$ cat src/rtl/quad_pkg.sv
// Shared phase-state constants and transition decoding for the quadrature decoder.
package quad_pkg;

    localparam logic [1:0] S00 = 2'b00;
    localparam logic [1:0] S01 = 2'b01;
    localparam logic [1:0] S11 = 2'b11;
    localparam logic [1:0] S10 = 2'b10;

    typedef enum logic [1:0] {
        NONE    = 2'd0,
        UP      = 2'd1,
        DOWN    = 2'd2,
        ILLEGAL = 2'd3
    } step_e;

    // Position of a phase state along the forward cycle 00->01->11->10.
    function automatic logic [1:0] gray_pos(input logic [1:0] s);
        logic [1:0] p;
        p = 2'd0;
        case (s)
            S00: p = 2'd0;
            S01: p = 2'd1;
            S11: p = 2'd2;
            S10: p = 2'd3;
            default: p = 2'd0;
        endcase
        return p;
    endfunction

    // Forward distance mod 4: 1 is a step up, 3 a step down, 2 a double-bit jump.
    function automatic step_e decode_step(input logic [1:0] prev, input logic [1:0] cur);
        logic [1:0] d;
        step_e      r;
        d = 2'(gray_pos(cur) - gray_pos(prev));
        case (d)
            2'd0: r = NONE;
            2'd1: r = UP;
            2'd3: r = DOWN;
            default: r = ILLEGAL;
        endcase
        return r;
    endfunction

endpackage

$ cat src/rtl/sync_ff.sv
// N-stage single-bit synchronizer for an asynchronous input, clears to 0.
module sync_ff #(
    parameter int unsigned N = 2
) (
    input  logic clk,
    input  logic rst,
    input  logic d,
    output logic q
);

    logic [N-1:0] sr;

    // Shift the input through the synchronizer chain.
    always_ff @(posedge clk or posedge rst) begin
        if (rst) begin
            sr <= '0;
        end else begin
            sr <= {sr[N-2:0], d};
        end
    end

    assign q = sr[N-1];

endmodule

$ cat src/rtl/quad_decoder.sv
// Quadrature decoder: synchronizes qa/qb, decodes Gray transitions into
// step/dir/err pulses and tracks position in a loadable up/down counter.
module quad_decoder
    import quad_pkg::*;
#(
    parameter int unsigned WIDTH       = 8,
    parameter int unsigned SYNC_STAGES = 2
) (
    input  logic             clk,
    input  logic             rst,
    input  logic             qa,
    input  logic             qb,
    input  logic             load,
    input  logic [WIDTH-1:0] in,
    output logic [WIDTH-1:0] out,
    output logic             step,
    output logic             dir,
    output logic             err
);

    logic       a_s;
    logic       b_s;
    logic [1:0] cur;
    logic [1:0] prev;
    step_e      code_c;

    sync_ff #(.N(SYNC_STAGES)) u_sync_a (
        .clk (clk),
        .rst (rst),
        .d   (qa),
        .q   (a_s)
    );

    sync_ff #(.N(SYNC_STAGES)) u_sync_b (
        .clk (clk),
        .rst (rst),
        .d   (qb),
        .q   (b_s)
    );

    assign cur = {a_s, b_s};

    // Classify the transition between the previous and current phase state.
    always_comb begin
        code_c = NONE;
        code_c = decode_step(prev, cur);
    end

    // Register phase history, pulses, direction and position.
    always_ff @(posedge clk or posedge rst) begin
        if (rst) begin
            prev <= S00;
            out  <= '0;
            step <= 1'b0;
            dir  <= 1'b0;
            err  <= 1'b0;
        end else begin
            prev <= cur;
            step <= (code_c == UP) || (code_c == DOWN);
            err  <= (code_c == ILLEGAL);
            if (code_c == UP) begin
                dir <= 1'b1;
            end else if (code_c == DOWN) begin
                dir <= 1'b0;
            end
            // Load wins over counting; a coincident step is still reported.
            if (load) begin
                out <= in;
            end else if (code_c == UP) begin
                out <= out + WIDTH'(1);
            end else if (code_c == DOWN) begin
                out <= out - WIDTH'(1);
            end
        end
    end

endmodule
$ cat config.mk
export PLATFORM = sky130hd
export DESIGN_NAME = quad_decoder
export DESIGN_NICKNAME = d
export VERILOG_FILES = /design/src/rtl/quad_pkg.sv /design/src/rtl/sync_ff.sv /design/src/rtl/quad_decoder.sv
export SDC_FILE = /design/constraint.sdc
export NUM_CORES = 1
export LEC_CHECK = 0
export ABC_CLOCK_PERIOD_IN_PS = 3570
export BUFFER_PORTS_ARGS = -buffer_cell sky130_fd_sc_hd__buf_2
export CORE_MARGIN = 2
export CORE_UTILIZATION = 40
export DETAILED_ROUTE_END_ITERATION = 10
export PLACE_DENSITY = 0.74
export REMOVE_ABC_BUFFERS = 1
export SLEW_MARGIN = 0
export SYNTH_ARGS = -nofsm -noshare
export SYNTH_HDL_FRONTEND = slang
export SYNTH_HIERARCHICAL = 1
export SYNTH_SLANG_ARGS = --single-unit
$ cat constraint.sdc
create_clock -name clk -period 3.57 [get_ports clk]
set_input_delay 0.1785 -clock clk [delete_from_list [all_inputs] [get_ports clk]]
set_output_delay 0.1785 -clock clk [all_outputs]
set_load 0.03 [all_outputs]
==> Word-level counts from Yosys, hierarchy flattened <==
Cells that the tools add are included.
Widths: inputs -> output; s select.
{ "totals": {"ff_bits": 17, "input_bits": 13, "out_inout_bits": 11, "wordCells": 35} }
{ "op_classes": {"n_addsub": 3, "n_eq_ne": 11, "n_mux": 8, "reduce_logical": 6} }
{ "ops": {"columns": ["op", "count"], "rows": [
  ["$mux 8", 3],
  ["$pmux 2 s4", 2],
  ["$eq 2x2->1 const B", 7],
  ["$add 8x1->8 const B", 1],
  ["$eq 2x1->1 const B", 4],
  ["$sub 8x1->8 const B", 1],
  ["$logic_not 2->1", 3],
  ["$pmux 2 s3", 1],
  ["$reduce_bool 3->1", 1],
  ["$mux 1", 2],
  ["$reduce_bool 2->1", 1],
  ["$sub 2x2->2", 1],
  ["$logic_or 1x1->1", 1]
]} }

==> Longest topological paths before layout <==
Gate-level depths: netlist of the first run.
{ "depth": {"word_depth": 9, "ltp_mapped": 13, "mapped_depth_nobuf": 12} }

==> Hierarchy <==
The synthesis of the first run kept the hierarchy.
{ "modules_own_cells": {"columns": ["mod", "instances", "cells_each", "area_per_inst_um2", "seq_area_each_um2"], "rows": [
  ["quad_decoder", 1, 94, 930.9, 325.3],
  ["sync_ff", 2, 3, 53.8, 50.0]
]} }

==> Worst setup path before layout of the first run <==
No wires, ideal clock.
{ "synth_timing": {"path_kind": "reg2reg", "startpoint": "register u_sync_a.sr[1]", "endpoint": "register out[7]", "setup_ns": 0.082, "arrival_ns": 3.146, "required_ns": 3.488, "slack_ns": 0.342, "path_stages_with_launch": 14, "path_buffers": 2, "synth_period_minus_slack_ns": 3.228, "path_cell_list": "dfrtp_1 -> inv_1 -> ha_1 -> inv_1 -> ha_1 -> clkbuf_1 -> clkbuf_1 -> or2_2 -> ha_1 -> a211oi_1 -> o211ai_1 -> and3_1 -> or4_1 -> a31oi_1"} }
{ "synth_between": {"elab_chain_cells": 8, "word_cells_on_any_way": 15, "cone_classes": "1 x add/sub; 7 x eq/ne; 4 x mux; 3 x reduce/logical"} }
{ "synth_rtl": {"columns": ["element", "line_no", "text"], "rows": [
  ["from (decl)", "sync_ff.sv:11", "logic [N-1:0] sr;"],
  ["from (signal assigned)", "sync_ff.sv:18", "sr <= {sr[N-2:0], d};"],
  ["$eq 2x2->1, or another cell as far along", "quad_pkg.sv:20", "case (s)"],
  ["$pmux 2 s4 *", "quad_pkg.sv:20", null],
  ["$sub 2x2->2 *", "quad_pkg.sv:34", "d = 2'(gray_pos(cur) - gray_pos(prev));"],
  ["$eq 2x2->1, or another cell as far along", "quad_pkg.sv:35", "case (d)"],
  ["$pmux 2 s3 *", "quad_pkg.sv:35", null],
  ["$eq 2x1->1", "quad_decoder.sv:69", "end else if (code_c == UP) begin"],
  ["$mux 8", "quad_decoder.sv:69", null],
  ["$mux 8", "quad_decoder.sv:67", "if (load) begin"],
  ["to (signal assigned)", "quad_decoder.sv:68", "out <= in;"],
  ["to (signal assigned)", "quad_decoder.sv:70", "out <= out + WIDTH'(1);"],
  ["to (signal assigned)", "quad_decoder.sv:72", "out <= out - WIDTH'(1);"],
  ["to (decl)", "quad_decoder.sv:15", "output logic [WIDTH-1:0] out,"]
]} }
Every way passes the cells marked *; elsewhere a longest branch is shown, timed or not.
A chain may end at the register's enable or synchronous reset.

==> Worst setup path after layout of the first run <==
Same ends and word-level chain as after synthesis.

==> out/qor.txt, run 1 <==
CTS root buf: clkbuf_4
R2R Path Start: u_sync_a/sr[1]$_DFF_PP0_
Final Hold Viols: 0
CP Data Required Time: 3780 ps
Slew Viols, Final: 0
Vias: 803
Max VDD drop: 0.0004188 V
vias in the first global route: 766
gr ovfl total: 0
startpoint class of the critical path: flip-flop
CTS tree: built
Fill cells: 245
Core Rows: 18
Layout Utilization: 0.5081
max cap viols: 0
ANT cells: 0
Area after DPL: 1187 µm²
Final Wtd Congestion: 0.8355
pwr/cell area: 671.9 nW/µm²
clk_lat worst skew: 280 ps
final WL: 1883 µm
post-route cell area: 1259 µm²
CP arrival: 3530 ps
postcts setup bufs: 0
IO buf count: 23
#FFs+latches synth: 17
H-tree depth: 1
first-pass GRT wire length: 3111 µm
CP endpoint kind: flip-flop
DR WL/cell: 11.92 µm
critical-path cell list: inv_1 -> ha_1 -> inv_1 -> ha_1 -> xor3_1 -> or2_4 -> ha_1 -> o211ai_1 -> o211ai_1 -> and3_1 -> or4_1 -> a31oi_1
Synth cell types: 28
die area: 3020 µm²
Hold Path Sink: out[3]$_DFFE_PP0P_
Routed Antenna Nets: 0
delay-heaviest family, CP: simple AND/OR/NAND/NOR gates
Final Setup Violations: 0
CP Max Fanout: 8
Max Root-Sink Buffers: 2
reg2reg setup slack: 260 ps
Post-layout nets: 157
mean area per synthesized cell: 10.38 µm²
Final period util: 0.9284
commonest non-fill, non-tap cells in the layout: buf_2, dfrtp_1, ha_1
post-placement setup slack: 183.3 ps
post-DR vias/cell: 5.082
DR iter-0 viols: 11
worst-margin pin slew: 515.9 ps
relative slew slack: 0.6557
core area: 2477 µm²
largest net degree at the start of global routing: 17
Static Leakage: 0.6293 nW
Setup WS post-layout: 255.7 ps
antenna violations before repair: 0
worst hold stages: 2
status: finished clean
Layout Skew: 3.412 ps
Num CTS Buffers: 3
Critical Setup Path Class: flip-flop to flip-flop
most common cell after layout, fill and taps aside: buf_2
CTS sink cnt: 17
Cell Area, Synth: 1038 µm²
register area share after synthesis: 0.4096
# IOs: 24
Die W: 54.96 µm
min-delay src: in[3]
reg2reg end: out[7]$_DFFE_PP0P_
CP max stage delay: 470 ps
Reg clk slew, reported paths: 100 ps
Starting Density: 0.4192
GRT Util Overall: 0.1424
Worst path slowest cell: xor3_1
total power: 0.8457 mW
DRC: 0
Die Y-Extent: 54.96 µm
area grow syn2layout: 21.21%
Buf+Inv Stages, Crit Path: 2
minimum clock period: 3314 ps
warnings from Yosys: 6
worst min path class: input pin to flip-flop
R2R depth: 12
most used cell, CP: ha_1
Max Clk Rate: 301.7 MHz
DRT Pass-1 Iters: 4
layout cells sized above 1: 0.2422
hpwl dp: 1479 µm
Post-Syn Instances: 100
-- state kept, by name (all words and copies together), names as in the netlist --
name,cells
prev,2
dir,1
err,1
step,1
out,8
u_sync_b/sr,2
u_sync_a/sr,2
-- how the worst max path moves through the flow --
| stage | slack, ps | cells after the start | end | startpoint |
|---|---|---|---|---|
| after floorplan | 410 | 12 | out[7]$_DFFE_PP0P_ | u_sync_a/sr[1]$_DFF_PP0_ |
| after global placement | 310 | 12 | out[7]$_DFFE_PP0P_ | u_sync_a/sr[1]$_DFF_PP0_ |
| after detailed placement | 180 | 12 | out[7]$_DFFE_PP0P_ | u_sync_a/sr[1]$_DFF_PP0_ |
| after CTS | 170 | 12 | out[7]$_DFFE_PP0P_ | u_sync_a/sr[1]$_DFF_PP0_ |
| after global routing | -0.5 | 12 | out[7]$_DFFE_PP0P_ | u_sync_a/sr[1]$_DFF_PP0_ |
| final | 260 | 12 | out[7]$_DFFE_PP0P_ | u_sync_a/sr[1]$_DFF_PP0_ |
-- report_power, final --
group | total [mW] | internal [mW] | switching (mW)
logic | 0.477 | 0.204 | 0.273
registers | 0.268 | 0.233 | 0.0355
clock network | 0.100 | 0.0434 | 0.0569
-- metal layers --
layer | track usage | vias to the layer above | routed length, µm
li1 | - | 400 | -
met1 | 0.1860 | 387 | 873
met2 | 0.2361 | 14 | 953
met3 | 0.01613 | 2 | 46
met4 | 0.06504 | 0 | 10
met5 | 0 | - | 0
-- stage by stage --
step / setup TNS, ps / hold WS (ps) / std cells
4_1_cts: 0 / 85.45 / 158
3_5_place_dp: 0 / 58.32 / 151
5_1_grt: -0.4583 / 87.01 / 158
6_report: 0 / 89.14 / 158
2_1_floorplan: 0 / -80.32 / 97
3_3_place_gp: 0 / 48.32 / 151
-- kinds of logic (layout without fill, tap and decap cells) --
kind of cell	Yosys count	after routing	share of synthesized area
buf+inv	13	41	0.04698
simple gates	17	17	0.07833
flops	17	17	0.4096
mux	1	1	0.009639
compound gates	30	30	0.1940
xor+xnor	7	7	0.07350
fa+ha+maj	15	15	0.1880
-- Yosys cell counts --
master | instances | share of area
and3_1 | 1 | 0.0060
ha_1 | 14 | 0.17
o21a_1 | 3 | 0.022
mux2i_1 | 1 | 0.0096
nand2_1 | 7 | 0.025
a211oi_1 | 1 | 0.0072
a21oi_1 | 7 | 0.034
inv_1 | 9 | 0.033
o21bai_1 | 1 | 0.0072
o211ai_1 | 5 | 0.036
xor2_1 | 3 | 0.025
or2_2 | 1 | 0.0060
xor3_1 | 1 | 0.023
nand2b_1 | 1 | 0.0060
dfrtp_1 | 17 | 0.41
a31oi_1 | 2 | 0.012
and2_1 | 1 | 0.0060
o31ai_1 | 2 | 0.014
o21ai_0 | 6 | 0.029
a21o_1 | 2 | 0.014
and2_2 | 1 | 0.0072
clkbuf_1 | 3 | 0.011
fa_1 | 1 | 0.019
xnor2_1 | 3 | 0.025
or4_1 | 1 | 0.0072
clkinv_1 | 1 | 0.0036
o21bai_4 | 1 | 0.018
nor2_1 | 4 | 0.014
-- timing repair --
item | 4_1_cts | 5_1_grt
hold endpoints to repair | 19 | 0
endpoints found under the setup margin | 0 | 1
resized for setup | 0 | 2
hold buffers | 3 | 0
-- cell type report --
type / instances / area, µm² / share of cell area
tap: 30 / 37.54 / 0.02982
multi-input combinational: 70 / 579.3 / 0.4602
timing repair buffer: 27 / 152.6 / 0.1213
sequential: 17 / 425.4 / 0.3380
clock buffer: 4 / 26.28 / 0.02087
inverter: 10 / 37.54 / 0.02982
-- worst register-to-register path: stages, from the launching register on --
cell	delay (ps)
dfrtp_1	410
inv_1	70
ha_1	290
inv_1	60
ha_1	140
xor3_1	470
or2_4	310
ha_1	360
o211ai_1	230
o211ai_1	150
and3_1	210
or4_1	390
a31oi_1	170
Power figures use the tool's default switching activity.
==> run 2, diff against run 1 <==
- SYNTH_HIERARCHICAL: 1 -> unset
==> run 2 against run 1 <==
Sequential share of layout area down 0.46 points. Cell area grew 1.4%. Synthesized cell count up 7.0%. Clock skew rose by 1.5 ps. Fmax is 4.8% higher. Clock power rose by 8%. Total power up 8.6%. Global-route usage increased by 0.35 points. Critical path depth up 1. Worst setup slack improved by 150 ps. Final cell count rose by 4.4%. Largest cell class unchanged. Highest routed layer unchanged.
==> out/qor.txt, run 2 <==
Top reg by flops: out
M2 GR Usage: 0.2398 (+0.003685)
CP arrival: 3370 ps (-160 ps)
IO buf count: 23 (unchanged)
post-synth top area share: 0.3977 (-0.01198)
H-tree depth: 1 (unchanged)
ANT cells: 0 (unchanged)
count leader, synth: dfrtp_1
post-DR vias/cell: 5.042 (-0.78%)
#FFs+latches synth: 17 (unchanged)
CTS sink cnt: 17 (unchanged)
commonest non-fill, non-tap cells in the layout: buf_2, dfrtp_1, nand2_1, ha_1, o21ai_0
core area: 2500 µm² (+0.91%)
postcts setup bufs: 0 (unchanged)
minimum clock period: 3164 ps (-150.6 ps)
Setup WS post-layout: 406.4 ps (+150.6 ps)
Max VDD drop: 0.0004759 V (+14%)
CTS tree: built
Most used DFF post-synth: dfrtp_1
post-placement setup slack: 444.2 ps (+261.0 ps)
M1 GR Usage: 0.1760 (-0.01005)
CP Max Fanout: 9 (+1)
Worst Setup SP: u_sync_a.sr[1]$_DFF_PP0_
Hold Buf Count CTS: 3 (unchanged)
cell taking the most area after synthesis: dfrtp_1
layout cells sized above 1: 0.2519 (+0.009664)
RSZ-0062 raised after global routing: no
startpoint class of the critical path: flip-flop
max cap viols: 0 (unchanged)
relative slew slack: 0.5778 (-0.07787)
gr ovfl total: 0 (unchanged)
Core Rows: 18 (unchanged)
Static Leakage: 0.6542 nW (+4.0%)
CP endpoint kind: flip-flop
Starting Density: 0.4279 (+0.008736)
# IOs: 24 (unchanged)
worst min path class: input pin to flip-flop
Resized Gates After CTS: 0 (unchanged)
Final Setup Violations: 0 (unchanged)
DRT Pass-1 Iters: 4 (unchanged)
Slew Viols, Final: 0 (unchanged)
Critical Setup Path Class: flip-flop to flip-flop
vias in the first global route: 852 (+11%)
DR iter-0 viols: 13 (+2)
Placed Cells: 158 (+4.6%)
Post-Syn Instances: 107 (+7.0%)
final WL: 1928 µm (+2.4%)
grt met3 use: 0.03023 (+0.01410)
top area cells in the synthesized netlist: dfrtp_1, ha_1, nand2_1
CP Data Required Time: 3770 ps (about the same)
Area after DPL: 1219 µm² (+2.6%)
Final Hold Viols: 0 (unchanged)
DR WL/cell: 11.68 µm (-2.0%)
Final period util: 0.8862 (-0.04220)
Max Root-Sink Buffers: 2 (unchanged)
Cell Area, Synth: 1070 µm² (+3.0%)
Layout Skew: 4.889 ps (+1.477 ps)
hpwl dp: 1400 µm (-5.3%)
Post-layout nets: 164 (+4.5%)
Commonest cells post-synth: dfrtp_1, ha_1, nand2_1
Final Wtd Congestion: 0.8146 (-2.5%)
DRC: 0 (unchanged)
first-pass GRT wire length: 3560 µm (+14%)
min-delay src: in[6]
GRT Util Overall: 0.1459 (+0.003495)
CTS root buf: clkbuf_4
most common cell after layout, fill and taps aside: buf_2
Layout Utilization: 0.5105 (+0.002430)
pwr/cell area: 719.7 nW/µm² (+7.1%)
total power: 0.9185 mW (+8.6%)
Die W: 55.72 µm (+1.4%)
warnings from Yosys: 0 (-6)
status: finished clean
register area share after synthesis: 0.3977 (-0.01198)
post-route cell area: 1276 µm² (+1.4%)
largest net degree at the start of global routing: 18 (+1)
worst-margin pin slew: 632.6 ps (+116.7 ps)
global route hottest layer: met2
Sum Neg Setup Slack: 0 ps (unchanged)
clk_lat worst skew: 310 ps (+30 ps)
Routed Antenna Nets: 0 (unchanged)
Vias: 832 (+3.6%)
Reg clk slew, reported paths: 100 ps (about the same)
Post-synth EDFFs: 0 (unchanged)
die area: 3104 µm² (+2.8%)
Num CTS Buffers: 3 (unchanged)
area grow syn2layout: 19.30%
Synth cell types: 29 (+3.6%)
R2R Path Start: u_sync_a.sr[1]$_DFF_PP0_
Hold Slack: 72.26 ps (-16.88 ps)
Non-Filler Instances: 165 (+4.4%)
mean area per synthesized cell: 9.998 µm² (-3.7%)
max reg flops: 8 (unchanged)
asr flop ratio synth: 1.000 (unchanged)
antenna violations before repair: 0 (unchanged)
Die Y-Extent: 55.72 µm (+1.4%)
Max Clk Rate: 316.1 MHz (+4.8%)
[run 2: cell count changes after synthesis, moves of 3 or more]
cell      previous run  this run
o211ai_1             5         1
o21ai_0              6         9
o21a_1               3         0
nand2_1              7        14
[run 2: power by group]
| group | switching, mW | total, mW | internal (mW) | leakage [nW] |
|---|---|---|---|---|
| Combinational | 0.316 | 0.531 | 0.216 | 0.434 |
| Clock | 0.0662 | 0.108 | 0.0419 | 0.0177 |
| Sequential | 0.0395 | 0.279 | 0.239 | 0.203 |
[run 2: logic make-up after synthesis]
family	after synthesis	synth area share
flops	17	0.3977
xor+xnor	6	0.06199
fa+ha+maj	15	0.1825
mux	5	0.05380
simple gates	26	0.1076
compound gates	27	0.1579
buf+inv	11	0.03860
[run 2: layer usage]
layer  part of all wire  routed length, µm
met1               0.46                894
met3              0.053                102
met4              0.027                 52
met2               0.46                879
met5                  0                  0
[run 2: path summary, 6_finish.rpt]
path	depth (start not counted)	endpoint	slack (ps)
min in group asynchronous	3	out[7]$_DFFE_PP0P_	480
setup reg to reg	13	out[4]$_DFFE_PP0P_	410
max in group asynchronous	3	out[2]$_DFFE_PP0P_	2680
hold / removal	3	out[6]$_DFFE_PP0P_	70
hold reg to reg	0	u_sync_a.sr[1]$_DFF_PP0_	360
setup / recovery	13	out[4]$_DFFE_PP0P_	410
[run 2: layout make-up]
type                            instances  area (µm²)
Fill cell                             234        1224
Clock inverter                          1       5.005
Multi-Input combinational cell         79       603.1
Inverter                                8       30.03
Sequential cell                        17       425.4
Timing Repair Buffer                   27       152.6
Clock buffer                            3       22.52
Tap cell                               30       37.54
[run 2: critical path, stage by stage (launching register included)]
cell and delay, ps:
dfrtp_1 420, inv_1 60, ha_1 280, inv_1 60, ha_1 140, xnor3_1 400, and2_4 190, inv_1 250
ha_1 340, a21o_1 200, a21oi_1 200, xor2_1 160, o21ai_0 100, mux2_2 270
==> run 3, diff against run 2 <==
- PLACE_DENSITY: 0.74 -> unset
- PLACE_DENSITY_LB_ADDON: unset -> 0.1
==> run 3 against run 2 <==
Non-clock buffer count stayed put. Count of clock-buffer cells in the layout stayed put. Sequential share of layout area is 0.065 points lower. Core utilization is 0.10 points higher. Critical path type unchanged. Wire length is 3.1% higher. Fmax is 1.2% higher. First-iteration DRC count is 62% lower. Global-route usage is 0.15 points higher. Register-to-register slack better by 40 ps. Combinational power hardly changed. Sequential power hardly changed.
==> out/qor.txt, run 3 (synthesis results as in run 2) <==
CP arrival: 3310 ps (-60 ps)
CTS root buf: clkbuf_4
Final Wtd Congestion: 0.7683 (-5.7%)
layout cells sized above 1: 0.2519 (unchanged)
switch share: 0.4584 (about the same)
CP endpoint kind: flip-flop
clk_lat worst skew: 290 ps (-20 ps)
antenna violations before repair: 0 (unchanged)
Top reg by flops: out
Core Rows: 18 (unchanged)
Max Clk Rate: 319.9 MHz (+1.2%)
CP Data Required Time: 3750 ps (-20 ps)
vias in the first global route: 821 (-3.6%)
max cap viols: 0 (unchanged)
IO buf count: 23 (unchanged)
worst-margin pin slew: 672.4 ps (+39.78 ps)
worst min path class: input pin to flip-flop
Vias: 824 (-0.96%)
final WL: 1987 µm (+3.1%)
Static Leakage: 0.6504 nW (-0.58%)
Sum Neg Setup Slack: 0 ps (unchanged)
DR WL/cell: 12.04 µm (+3.1%)
internal power: 0.4980 mW (+0.16%)
Die W: 55.72 µm (unchanged)
commonest non-fill, non-tap cells in the layout: buf_2, dfrtp_1, nand2_1, ha_1, o21ai_0
post-DR vias/cell: 4.994 (-0.96%)
largest net degree at the start of global routing: 18 (unchanged)
Final Setup Violations: 0 (unchanged)
hpwl dp: 1553 µm (+11%)
H-tree depth: 1 (unchanged)
DRC: 0 (unchanged)
Comb power frac: 0.577 (-0.002)
GRT Util Overall: 0.1474 (+0.001541)
CTS sink cnt: 17 (unchanged)
minimum clock period: 3126 ps (-38.06 ps)
startpoint class of the critical path: flip-flop
# IOs: 24 (unchanged)
Final Hold Viols: 0 (unchanged)
Post-layout nets: 164 (unchanged)
gr ovfl total: 0 (unchanged)
relative slew slack: 0.5512 (-0.02655)
Non-Filler Instances: 165 (unchanged)
Layout Skew: 8.936 ps (+4.047 ps)
Hold Buf Count CTS: 3 (unchanged)
max reg flops: 8 (unchanged)
Placed Cells: 158 (unchanged)
core area: 2500 µm² (unchanged)
DR iter-0 viols: 5 (-8)
Max VDD drop: 0.0003787 V (-20%)
Reg clk slew, reported paths: 110 ps (about the same)
Final period util: 0.8755 (-0.01066)
most common cell after layout, fill and taps aside: buf_2
Routed Antenna Nets: 0 (unchanged)
Resized Gates After CTS: 0 (unchanged)
Critical Setup Path Class: flip-flop to flip-flop
Slew Viols, Final: 0 (unchanged)
status: finished clean
Psw: 0.4215 mW (about the same)
Fill cells: 235 (+0.43%)
register area: 425.4 µm² (unchanged)
CTS tree: built
RSZ-0062 raised after global routing: no
pwr/cell area: 719.1 nW/µm² (about the same)
first-pass GRT wire length: 3636 µm (+2.1%)
Clock power frac: 0.118 (about the same)
die area: 3104 µm² (unchanged)
Max Root-Sink Buffers: 2 (unchanged)
area grow syn2layout: 19.53%
Die Y-Extent: 55.72 µm (unchanged)
DRT Pass-1 Iters: 4 (unchanged)
CP Max Fanout: 9 (unchanged)
Num CTS Buffers: 3 (unchanged)
Starting Density: 0.4279 (unchanged)
ANT cells: 0 (unchanged)
sequential share of power: 0.305 (about the same)
postcts setup bufs: 0 (unchanged)
multi-input logic area: 603.1 µm² (unchanged)
==> run 3: worst paths after layout <==
path | from | to | slack (ps) | cells past startpoint
worst max-delay path | u_sync_a.sr[1]$_DFF_PP0_ | out[4]$_DFFE_PP0P_ | 440 | 13
worst min-delay path | in[2] | out[2]$_DFFE_PP0P_ | 80 | 3
worst max register to register | u_sync_a.sr[1]$_DFF_PP0_ | out[4]$_DFFE_PP0P_ | 440 | 13
worst min register to register | u_sync_a.sr[0]$_DFF_PP0_ | u_sync_a.sr[1]$_DFF_PP0_ | 360 | 0
max in group asynchronous | rst | step$_DFF_PP0_ | 2630 | 3
min in group asynchronous | rst | out[0]$_DFFE_PP0P_ | 510 | 3
==> run 3: per-stage QoR <==
stage	power [mW]	setup slack (ps)	cell area, µm²	hold WS, ps	utilization
CTS	0.9337	406.3	1279	68.23	0.5115
floorplan	0.6915	660.2	1059	104.6	-
detailed placement	0.8181	452.7	1219	292.6	0.4875
global placement	0.8039	508.7	1219	286.3	0.4875
global route	1.015	99.88	1279	83.77	0.5115
finish	0.9195	444.4	1279	80.06	0.5115
==> run 3: layout make-up <==
class	instances	area share
Multi-Input combinational cell	79	0.4716
Sequential cell	17	0.3327
Timing Repair Buffer	27	0.1194
Tap cell	30	0.02935
Inverter	8	0.02348
Clock buffer	3	0.01761
Clock inverter	1	0.005871
==> run 3: worst max-delay path, stage by stage (launching register included) <==
cell     delay [ps]
dfrtp_1         400
inv_1            50
ha_1            280
inv_1            60
ha_1            140
xnor3_1         390
and2_4          180
inv_1           250
ha_1            340
a21o_1          190
a21oi_1         200
xor2_1          170
o21ai_0          90
mux2_2          260
==> run 3: per-layer routing <==
| metal | up-vias | share of wire | global-route usage |
|---|---|---|---|
| met4 | 0 | 0.0075 | 0.06272 |
| met2 | 13 | 0.52 | 0.2415 |
| met5 | - | 0 | 0 |
| li1 | 421 | - | - |
| met3 | 2 | 0.035 | 0.02093 |
| met1 | 388 | 0.44 | 0.1938 |
==> run 3: power by group through the flow <==
| stage | logic, mW | clock network, mW | registers [mW] |
|---|---|---|---|
| finish | 0.531 | 0.108 | 0.281 |
| global route | 0.601 | 0.124 | 0.290 |
| CTS | 0.538 | 0.114 | 0.282 |
| detailed placement | 0.532 | 0 | 0.286 |
| global placement | 0.520 | 0 | 0.284 |
| floorplan | 0.323 | 0 | 0.368 |
